==> config.mk <==
export PLATFORM = sky130hd
export DESIGN_NAME = ssd1306_spi_sink
export DESIGN_NICKNAME = d
export VERILOG_FILES = /design/src/rtl/ssd1306_spi_sink.sv
export SDC_FILE = /design/constraint.sdc
export NUM_CORES = 1
export LEC_CHECK = 0
export CAP_MARGIN = 25
export CORE_MARGIN = 8
export CORE_UTILIZATION = 52
export CTS_CLUSTER_SIZE = 8
export DETAILED_ROUTE_END_ITERATION = 10
export PLACE_DENSITY = 0.83
export SLEW_MARGIN = 20
export SYNTH_ARGS = -nofsm -noshare
export SYNTH_HDL_FRONTEND = slang
export SYNTH_SLANG_ARGS = --single-unit
==> constraint.sdc <==
create_clock -name clk -period 2.3 [get_ports clk]
set_clock_uncertainty 0.1 [all_clocks]
set_input_delay 0.46 -clock clk [delete_from_list [all_inputs] [get_ports clk]]
set_output_delay 0.46 -clock clk [all_outputs]
set_load 0.005 [all_outputs]
==> src/rtl/ssd1306_spi_sink.sv <==
`default_nettype none
// ============================================================================
// Module      : ssd1306_spi_sink
// Description : Receive side of the 4-wire SSD1306 OLED SPI bus. Oversamples
//               the bus in the clk domain and deserialises bytes MSB-first.
//               Decodes the command subset the driver emits and turns data
//               bytes into framebuffer writes using horizontal addressing.
// Revision    : 1.0 - initial release
// ============================================================================
module ssd1306_spi_sink #(
    parameter int COLS        = 128,
    parameter int PAGES       = 8,
    parameter int SYNC_STAGES = 2,
    localparam int CW         = $clog2(COLS),
    localparam int PW         = $clog2(PAGES)
) (
    input  logic          clk,
    input  logic          reset,
    input  logic          sclk_i,
    input  logic          sdin_i,
    input  logic          cs_i,
    input  logic          dc_i,
    input  logic          res_i,
    output logic          byte_valid_o,
    output logic [7:0]    byte_o,
    output logic          byte_dc_o,
    output logic          pix_we_o,
    output logic [CW-1:0] pix_col_o,
    output logic [PW-1:0] pix_page_o,
    output logic [7:0]    pix_data_o,
    output logic          display_on_o,
    output logic [7:0]    contrast_o,
    output logic          proto_err_o
);

    localparam logic [CW-1:0] c_COL_LAST  = CW'(COLS - 1);
    localparam logic [PW-1:0] c_PAGE_LAST = PW'(PAGES - 1);

    typedef enum logic [1:0] {
        S_IDLE = 2'd0,
        S_ARG1 = 2'd1,
        S_ARG2 = 2'd2
    } state_t;

    // ------------------------------------------------------------------
    // Input synchronisers
    // ------------------------------------------------------------------
    logic [SYNC_STAGES-1:0] r_sclk_sync;
    logic [SYNC_STAGES-1:0] r_sdin_sync;
    logic [SYNC_STAGES-1:0] r_cs_sync;
    logic [SYNC_STAGES-1:0] r_dc_sync;
    logic [SYNC_STAGES-1:0] r_res_sync;
    logic                   r_sclk_prev;

    logic w_sclk_s;
    logic w_sdin_s;
    logic w_cs_s;
    logic w_dc_s;
    logic w_res_s;
    logic w_sclk_rise;
    logic w_rst;

    // Synchronisers are cleared only by the system reset so that res_i can
    // itself be observed; cs and res park at their inactive (high) level.
    always_ff @(posedge clk) begin
        if (reset) begin
            r_sclk_sync <= '0;
            r_sdin_sync <= '0;
            r_cs_sync   <= '1;
            r_dc_sync   <= '0;
            r_res_sync  <= '1;
            r_sclk_prev <= 1'b0;
        end else begin
            r_sclk_sync <= {r_sclk_sync[SYNC_STAGES-2:0], sclk_i};
            r_sdin_sync <= {r_sdin_sync[SYNC_STAGES-2:0], sdin_i};
            r_cs_sync   <= {r_cs_sync[SYNC_STAGES-2:0],   cs_i};
            r_dc_sync   <= {r_dc_sync[SYNC_STAGES-2:0],   dc_i};
            r_res_sync  <= {r_res_sync[SYNC_STAGES-2:0],  res_i};
            r_sclk_prev <= r_sclk_sync[SYNC_STAGES-1];
        end
    end

    assign w_sclk_s    = r_sclk_sync[SYNC_STAGES-1];
    assign w_sdin_s    = r_sdin_sync[SYNC_STAGES-1];
    assign w_cs_s      = r_cs_sync[SYNC_STAGES-1];
    assign w_dc_s      = r_dc_sync[SYNC_STAGES-1];
    assign w_res_s     = r_res_sync[SYNC_STAGES-1];
    assign w_sclk_rise = w_sclk_s & ~r_sclk_prev;
    assign w_rst       = reset | ~w_res_s;

    // ------------------------------------------------------------------
    // Byte deserialiser
    // ------------------------------------------------------------------
    logic [2:0] r_bit_cnt;
    logic [7:0] r_shift;
    logic       w_frame_err;

    // A deselect in the middle of a byte is a framing error.
    assign w_frame_err = w_cs_s & (r_bit_cnt != 3'd0);

    // Shift in one bit per sclk rise; publish the byte after the 8th bit.
    always_ff @(posedge clk) begin
        if (w_rst) begin
            r_bit_cnt    <= 3'd0;
            r_shift      <= 8'h00;
            byte_valid_o <= 1'b0;
            byte_o       <= 8'h00;
            byte_dc_o    <= 1'b0;
        end else begin
            byte_valid_o <= 1'b0;
            if (w_cs_s) begin
                r_bit_cnt <= 3'd0;
            end else if (w_sclk_rise) begin
                r_shift   <= {r_shift[6:0], w_sdin_s};
                r_bit_cnt <= r_bit_cnt + 3'd1;
                if (r_bit_cnt == 3'd7) begin
                    byte_valid_o <= 1'b1;
                    byte_o       <= {r_shift[6:0], w_sdin_s};
                    byte_dc_o    <= w_dc_s;
                end
            end
        end
    end

    // ------------------------------------------------------------------
    // Command decoder and framebuffer address generator
    // ------------------------------------------------------------------
    state_t        r_state;
    logic [7:0]    r_opcode;
    logic [CW-1:0] r_col_arg;
    logic [PW-1:0] r_page_arg;
    logic [CW-1:0] r_col_start;
    logic [CW-1:0] r_col_end;
    logic [CW-1:0] r_col_ptr;
    logic [PW-1:0] r_page_start;
    logic [PW-1:0] r_page_end;
    logic [PW-1:0] r_page_ptr;

    // Decode each received byte the cycle after it is published.
    always_ff @(posedge clk) begin
        if (w_rst) begin
            r_state      <= S_IDLE;
            r_opcode     <= 8'h00;
            r_col_arg    <= '0;
            r_page_arg   <= '0;
            r_col_start  <= '0;
            r_col_end    <= c_COL_LAST;
            r_col_ptr    <= '0;
            r_page_start <= '0;
            r_page_end   <= c_PAGE_LAST;
            r_page_ptr   <= '0;
            pix_we_o     <= 1'b0;
            pix_col_o    <= '0;
            pix_page_o   <= '0;
            pix_data_o   <= 8'h00;
            display_on_o <= 1'b0;
            contrast_o   <= 8'h7F;
            proto_err_o  <= 1'b0;
        end else begin
            pix_we_o <= 1'b0;
            if (w_frame_err) begin
                proto_err_o <= 1'b1;
            end
            if (byte_valid_o) begin
                if (byte_dc_o) begin
                    // Pixel data; an unfinished command is abandoned.
                    if (r_state != S_IDLE) begin
                        proto_err_o <= 1'b1;
                        r_state     <= S_IDLE;
                    end
                    pix_we_o   <= 1'b1;
                    pix_col_o  <= r_col_ptr;
                    pix_page_o <= r_page_ptr;
                    pix_data_o <= byte_o;
                    if (r_col_ptr == r_col_end) begin
                        r_col_ptr <= r_col_start;
                        if (r_page_ptr == r_page_end) begin
                            r_page_ptr <= r_page_start;
                        end else begin
                            r_page_ptr <= r_page_ptr + PW'(1);
                        end
                    end else begin
                        r_col_ptr <= r_col_ptr + CW'(1);
                    end
                end else begin
                    case (r_state)
                        S_IDLE: begin
                            case (byte_o)
                                8'hAE: display_on_o <= 1'b0;
                                8'hAF: display_on_o <= 1'b1;
                                8'h21, 8'h22, 8'h81, 8'h20, 8'hA8, 8'hD3,
                                8'hD5, 8'hD9, 8'hDA, 8'hDB, 8'h8D: begin
                                    r_opcode <= byte_o;
                                    r_state  <= S_ARG1;
                                end
                                default: ;
                            endcase
                        end
                        S_ARG1: begin
                            if (r_opcode == 8'h21 || r_opcode == 8'h22) begin
                                r_col_arg  <= byte_o[CW-1:0];
                                r_page_arg <= byte_o[PW-1:0];
                                r_state    <= S_ARG2;
                            end else begin
                                if (r_opcode == 8'h81) begin
                                    contrast_o <= byte_o;
                                end
                                r_state <= S_IDLE;
                            end
                        end
                        S_ARG2: begin
                            if (r_opcode == 8'h21) begin
                                if (r_col_arg <= byte_o[CW-1:0]) begin
                                    r_col_start <= r_col_arg;
                                    r_col_end   <= byte_o[CW-1:0];
                                    r_col_ptr   <= r_col_arg;
                                end else begin
                                    proto_err_o <= 1'b1;
                                end
                            end else begin
                                if (r_page_arg <= byte_o[PW-1:0]) begin
                                    r_page_start <= r_page_arg;
                                    r_page_end   <= byte_o[PW-1:0];
                                    r_page_ptr   <= r_page_arg;
                                end else begin
                                    proto_err_o <= 1'b1;
                                end
                            end
                            r_state <= S_IDLE;
                        end
                        default: r_state <= S_IDLE;
                    endcase
                end
            end
        end
    end

endmodule
`default_nettype wire
==> results of run 1 <==
-- routing by layer --
layer | vias to the layer above | GRT usage | wire length, um
li1 | 2012 | - | -
met1 | 2025 | 0.223 | 5160
met2 | 195 | 0.332 | 6390
met3 | 24 | 0.0378 | 901
met4 | 0 | 0.0613 | 209
met5 | - | 0 | 0
-- where the power goes --
part,internal [mW],total (mW),leakage (nW),switching (mW)
Combinational,0.0299,0.0767,1.10,0.0469
Clock,0.516,1.18,0.103,0.665
Sequential,1.86,1.86,0.866,0.00316
Total,2.41,3.12,2.07,0.715
-- sequential cells by signal, summed over array words and instances, names as in the netlist, 7 cells and up --
| register | count |
|---|---|
| r_col_start | 7 |
| pix_col_o | 7 |
| r_shift | 7 |
| contrast_o | 8 |
| byte_o | 8 |
| pix_data_o | 8 |
| r_col_end | 7 |
| r_col_ptr | 7 |
| r_col_arg | 7 |
| r_opcode | 8 |
-- stage by stage --
stage	area (um^2)	hold WS (ns)	power (mW)
finish	5860	0.330	3.12
global route	5860	0.354	3.22
CTS	5720	0.332	3.13
detailed placement	5520	0.296	1.98
global placement	5520	0.294	1.98
floorplan	4900	0.289	1.95
-- final cells by class --
class                      count  area, um^2  share of cell area
timing repair buffer          74         711               0.121
inverter                      16        60.1              0.0102
multi-input combinational    389        2610               0.445
sequential                   107        2150               0.366
tap                          111         139              0.0237
clock buffer                   9         124              0.0211
clock inverter                 6        75.1              0.0128
-- repair_timing --
item / CTS / global route
hold buffers: 0 / 0
setup buffers: 0 / 1
pin swaps: 0 / 2
setup endpoints to repair: 1 / 22
endpoints found under the hold margin: 0 / 0
cloned: 0 / 1
resized for setup: 1 / 18
-- cells by family after synthesis --
family / Yosys count / synth area share
compound gates: 121 / 0.169
xor+xnor: 19 / 0.0340
fa+ha+maj: 12 / 0.0307
buf+inv: 54 / 0.0509
flops: 107 / 0.438
mux: 38 / 0.0780
simple gates: 199 / 0.200
-- cells in the final DEF, fill, tap and decap left out, types with 4 or more instances in the layout --
cell type / count
dfxtp_1: 104
nand2_1: 90
a21oi_1: 47
clkdlybuf4s50_1: 45
mux2i_1: 37
nor2_1: 30
buf_4: 26
xnor2_1: 16
nand3_1: 15
nor2b_1: 14
inv_1: 12
o21ai_1: 9
o21ai_0: 9
clkbuf_8: 9
o21ai_2: 7
ha_1: 7
and3_1: 6
o31ai_1: 6
o311ai_2: 5
or2_2: 5
nor3_1: 5
a31oi_1: 5
a211oi_1: 5
ha_4: 5
a21o_1: 4
nand4_1: 4
o22ai_1: 4
-- worst max-delay path by stage --
stage | from | to | slack [ns] | cells after the start
after global routing | byte_o[5] | r_col_end[5] | -0.05 | 8
after detailed placement | byte_o[5] | r_col_end[3] | -0.004 | 8
after global placement | byte_o[6] | r_col_end[5] | 0.13 | 8
after CTS | byte_o[5] | r_col_end[3] | 0.02 | 8
final | byte_o[5] | r_col_end[1] | 0.0002 | 8
after floorplan | byte_o[2] | r_col_end[5] | 0.005 | 9
==> flow_summary.ini, run 1 <==
[run_status]
status = finished, final reports clean

[clock_tree]
htreeDepth = 3
clk_latency_ns = 0.37
root_buffer = clkbuf_8
cts_buffers = 9
clkSlewWorstSetupHoldPaths_ns = 0.11
cts_buffer_depth = 2
cts_tree = built
cts_sinks = 107

[floorplan]
core_area_um2 = 9200
dieArea_um2 = 12800
initial_core_util = 0.532
die_w_um = 113
rows = 35
die_y_um = 113
ios = 46

[worst_hold_path]
hold_depth = 1
hold_end = r_res_sync[1]
worstHoldStart = r_res_sync[0]
holdCritPathClass = flip-flop to flip-flop

[final_layout]
final_core_util = 0.638
layoutNonFillerInstCount = 712
drive_gt1_frac = 0.148
layout.nets = 616
fillCellCount = 713
area.growth.synth_to_final_pct = 19.9
insertedDiodeCount = 0

[worst_setup_path]
rr_endpoint = r_col_end[1]
worstSetupEndpointType = flip-flop
cpPeakStageDelay_ns = 0.50
crit_path_start_kind = flip-flop
crit_family = compound AO/OA/AOI/OAI gates
critical_path_class = flip-flop to flip-flop
reg2reg_from = byte_o[5]
reg2regPathDepth = 8
path_buf_inv = 2
critPathMaxFanout = 10
crit_slowest_cell = a221o_2
arrival_ns = 2.44
crit_required_ns = 2.44
reg2reg_slack_ns = 0.0002
cp_cell_sequence = inv_1, ha_4, and4_4, nand4_4, a221o_2, buf_12, o21ai_1, o311ai_1

[yosys]
async_reset_ff_frac = 0
syn-num-nets = 569
ys_warn_count = 0
synthFlopType = dfxtp_1
ys_top_cells_by_area = dfxtp_1, mux2i_1, nand2_1
ys_seq_area_frac = 0.438
syn_area_um2 = 4890
yosysTopAreaCellShare = 0.438
syn_area_per_cell_um2 = 8.89
syn_inst = 550
synth_edf_count = 0
synth_commonest_cells = dfxtp_1, nand2_1, a21oi_1
yosysUniqueCellTypes = 62
yosysMostFrequentCell = dfxtp_1
synth_area_leader_cell = dfxtp_1
synth-seq-cells = 107

[detailed_routing]
vias = 4256
wl_per_cell_um = 17.8
first_iter_violations = 333
dr.pass1.iters = 6
drc_errors = 0
drtAntennaViolNets = 0
viasPerCell = 5.98
drt-total-wl_um = 12700

[sta]
max_slew_margin = 0.600
fin_ws_ns = 0.000153
setup_violations = 0
final.min_clock_period_ns = 2.30
tightest_slew_ns = 0.596
finalSetupTns_ns = 0
hold_violations = 0
min_period_over_period = 1.00
drv_slew = 0
max_freq_ghz = 0.435

[pwr]
p_per_area_nw_per_um2 = 532
power_leakage_nw = 2.07
peakVddDrop_mv = 0.485

[grt]
grt_start_max_net_pins = 28
grt_usage = 0.188
overflow = 0
grt_pass1_vias = 4042
grt_pass1_wl_um = 19600
antenna_found_initial = 0

[placed_design]
io_buffers = 45
numPlacedInstances = 695
dp_slack_ns = -0.00447
gp_congestion = 0.961
dp_hpwl_um = 8620

[run]
max-cap-violations = 0
(Power assumes the default switching activity.)
==> run 2: changes to the inputs <==
--- a/config.mk
+++ b/config.mk
@@ -5,13 +5,13 @@
 export SDC_FILE = /design/constraint.sdc
 export NUM_CORES = 1
 export LEC_CHECK = 0
-export CAP_MARGIN = 25
+export CAP_MARGIN = 15
 export CORE_MARGIN = 8
 export CORE_UTILIZATION = 52
 export CTS_CLUSTER_SIZE = 8
 export DETAILED_ROUTE_END_ITERATION = 10
+export GPL_ROUTABILITY_DRIVEN = 0
 export PLACE_DENSITY = 0.83
-export SLEW_MARGIN = 20
 export SYNTH_ARGS = -nofsm -noshare
 export SYNTH_HDL_FRONTEND = slang
 export SYNTH_SLANG_ARGS = --single-unit
==> flow_summary.ini, run 2 (same netlist as run 1, synthesis figures left out) <==
[pwr]
swShare = 0.230
switchingPower_mw = 0.723
p_comb_frac = 0.024
clockPowerShare = 0.383
p_per_area_nw_per_um2 = 537
p_int_mw = 2.42
peakVddDrop_mv = 0.379
seqPwrFrac = 0.593
power_leakage_nw = 2.07

[final_layout]
layoutNonFillerInstCount = 715
final_cell_mix = dfxtp_1, nand2_1, a21oi_1, clkdlybuf4s50_1, mux2i_1
layout.nets = 618
insertedDiodeCount = 0
area.growth.synth_to_final_pct = 19.5
layout_commonest_cell = dfxtp_1
postLayoutCellArea_um2 = 5850
drive_gt1_frac = 0.156

[sta]
fin_ws_ns = 0.0394
finalSetupTns_ns = 0
max_freq_ghz = 0.442
drv_slew = 0
max_slew_margin = 0.576
setup_violations = 0
min_period_over_period = 0.983
final.min_clock_period_ns = 2.26
hold_violations = 0
hold_slack_ns = 0.321
tightest_slew_ns = 0.636

[clock_tree]
htreeDepth = 3
cts_buffers = 9
cts_tree = built
clkSlewWorstSetupHoldPaths_ns = 0.10
root_buffer = clkbuf_8
cts_buffer_depth = 2
cts_sinks = 107
clk_latency_ns = 0.36

[worst_setup_path]
crit_path_start_kind = flip-flop
arrival_ns = 2.40
critPathMaxFanout = 7
worstSetupEndpointType = flip-flop
crit_required_ns = 2.44
critical_path_class = flip-flop to flip-flop

[grt]
grt_pass1_wl_um = 20300
overflow = 0
grt_usage = 0.194
antenna_found_initial = 0
grt_pass1_vias = 4059
grt_start_max_net_pins = 33

[floorplan]
dieArea_um2 = 12800
die_y_um = 113
die_w_um = 113
core_area_um2 = 9200
rows = 35
initial_core_util = 0.532
ios = 46

[detailed_routing]
vias = 4232
dr.pass1.iters = 5
viasPerCell = 5.92
drtAntennaViolNets = 0
first_iter_violations = 367
drt-total-wl_um = 12500
wl_per_cell_um = 17.5
drc_errors = 0

[placed_design]
postPlaceCellArea_um2 = 5520
io_buffers = 45
dp_slack_ns = 0.00953
numPlacedInstances = 696
dp_hpwl_um = 8540

[run_status]
status = finished, final reports clean

[worst_hold_path]
holdCritPathClass = flip-flop to flip-flop

[run]
max-cap-violations = 0
[run 2: cell count changes in the layout (fill, tap and decap cells not counted), sizes merged]
| cell | before | now |
|---|---|---|
| buf | 28 | 31 |
[run 2: power groups by stage]
stage	Clock (mW)	Combinational [mW]	Sequential, mW
floorplan	0	0.0444	1.91
global placement	0	0.0725	1.91
detailed placement	0	0.0751	1.91
CTS	1.22	0.0752	1.86
global route	1.29	0.0827	1.87
finish	1.20	0.0752	1.86
[run 2: through the flow]
stage | utilization | power, mW
final | 0.636 | 3.14
after global placement | 0.601 | 1.98
after floorplan | - | 1.95
after global routing | 0.636 | 3.23
after CTS | 0.627 | 3.16
after detailed placement | 0.601 | 1.98
[run 2: cell type report]
cell class / instances / area [um^2]
multi-input cells: 389 / 2590
inverters: 16 / 60.1
clock buffers: 10 / 128
fillers: 745 / 3350
well taps: 111 / 139
flip-flops and latches: 107 / 2150
repair buffers: 76 / 699
clock inverters: 6 / 83.8
[run 2: layer usage]
layer	wire (um)	up-vias	global-route usage
met4	245	0	0.0764
met5	0	-	0
li1	-	2024	-
met3	782	25	0.0389
met1	5270	2011	0.232
met2	6230	172	0.335
[run 2: worst paths after layout]
kind | start | endpoint | slack [ns] | depth (start not counted)
worst max-delay path | byte_o[3] | r_col_start[3] | 0.04 | 9
worst min-delay path | r_cs_sync[0] | r_cs_sync[1] | 0.32 | 1
worst max register to register | byte_o[3] | r_col_start[3] | 0.04 | 9
worst min register to register | r_cs_sync[0] | r_cs_sync[1] | 0.32 | 1
[run 2: what timing repair did]
item | 4_1_cts | 5_1_grt
hold buffers | 0 | 0
endpoints found under the hold margin | 0 | 0
endpoints found under the setup margin | 4 | 24
buffers inserted | 2 | 1
pin swaps | 1 | 2
gates resized for setup | 2 | 15
[run 2: critical path, cell delays in order, from the launching register on]
cell and delay, ns:
dfxtp_2 0.34, inv_1 0.07, ha_1 0.28, and4_4 0.25, nand4_4 0.13, a221o_1 0.41, buf_4 0.17, buf_4 0.15
o21ai_1 0.15, a21oi_1 0.09
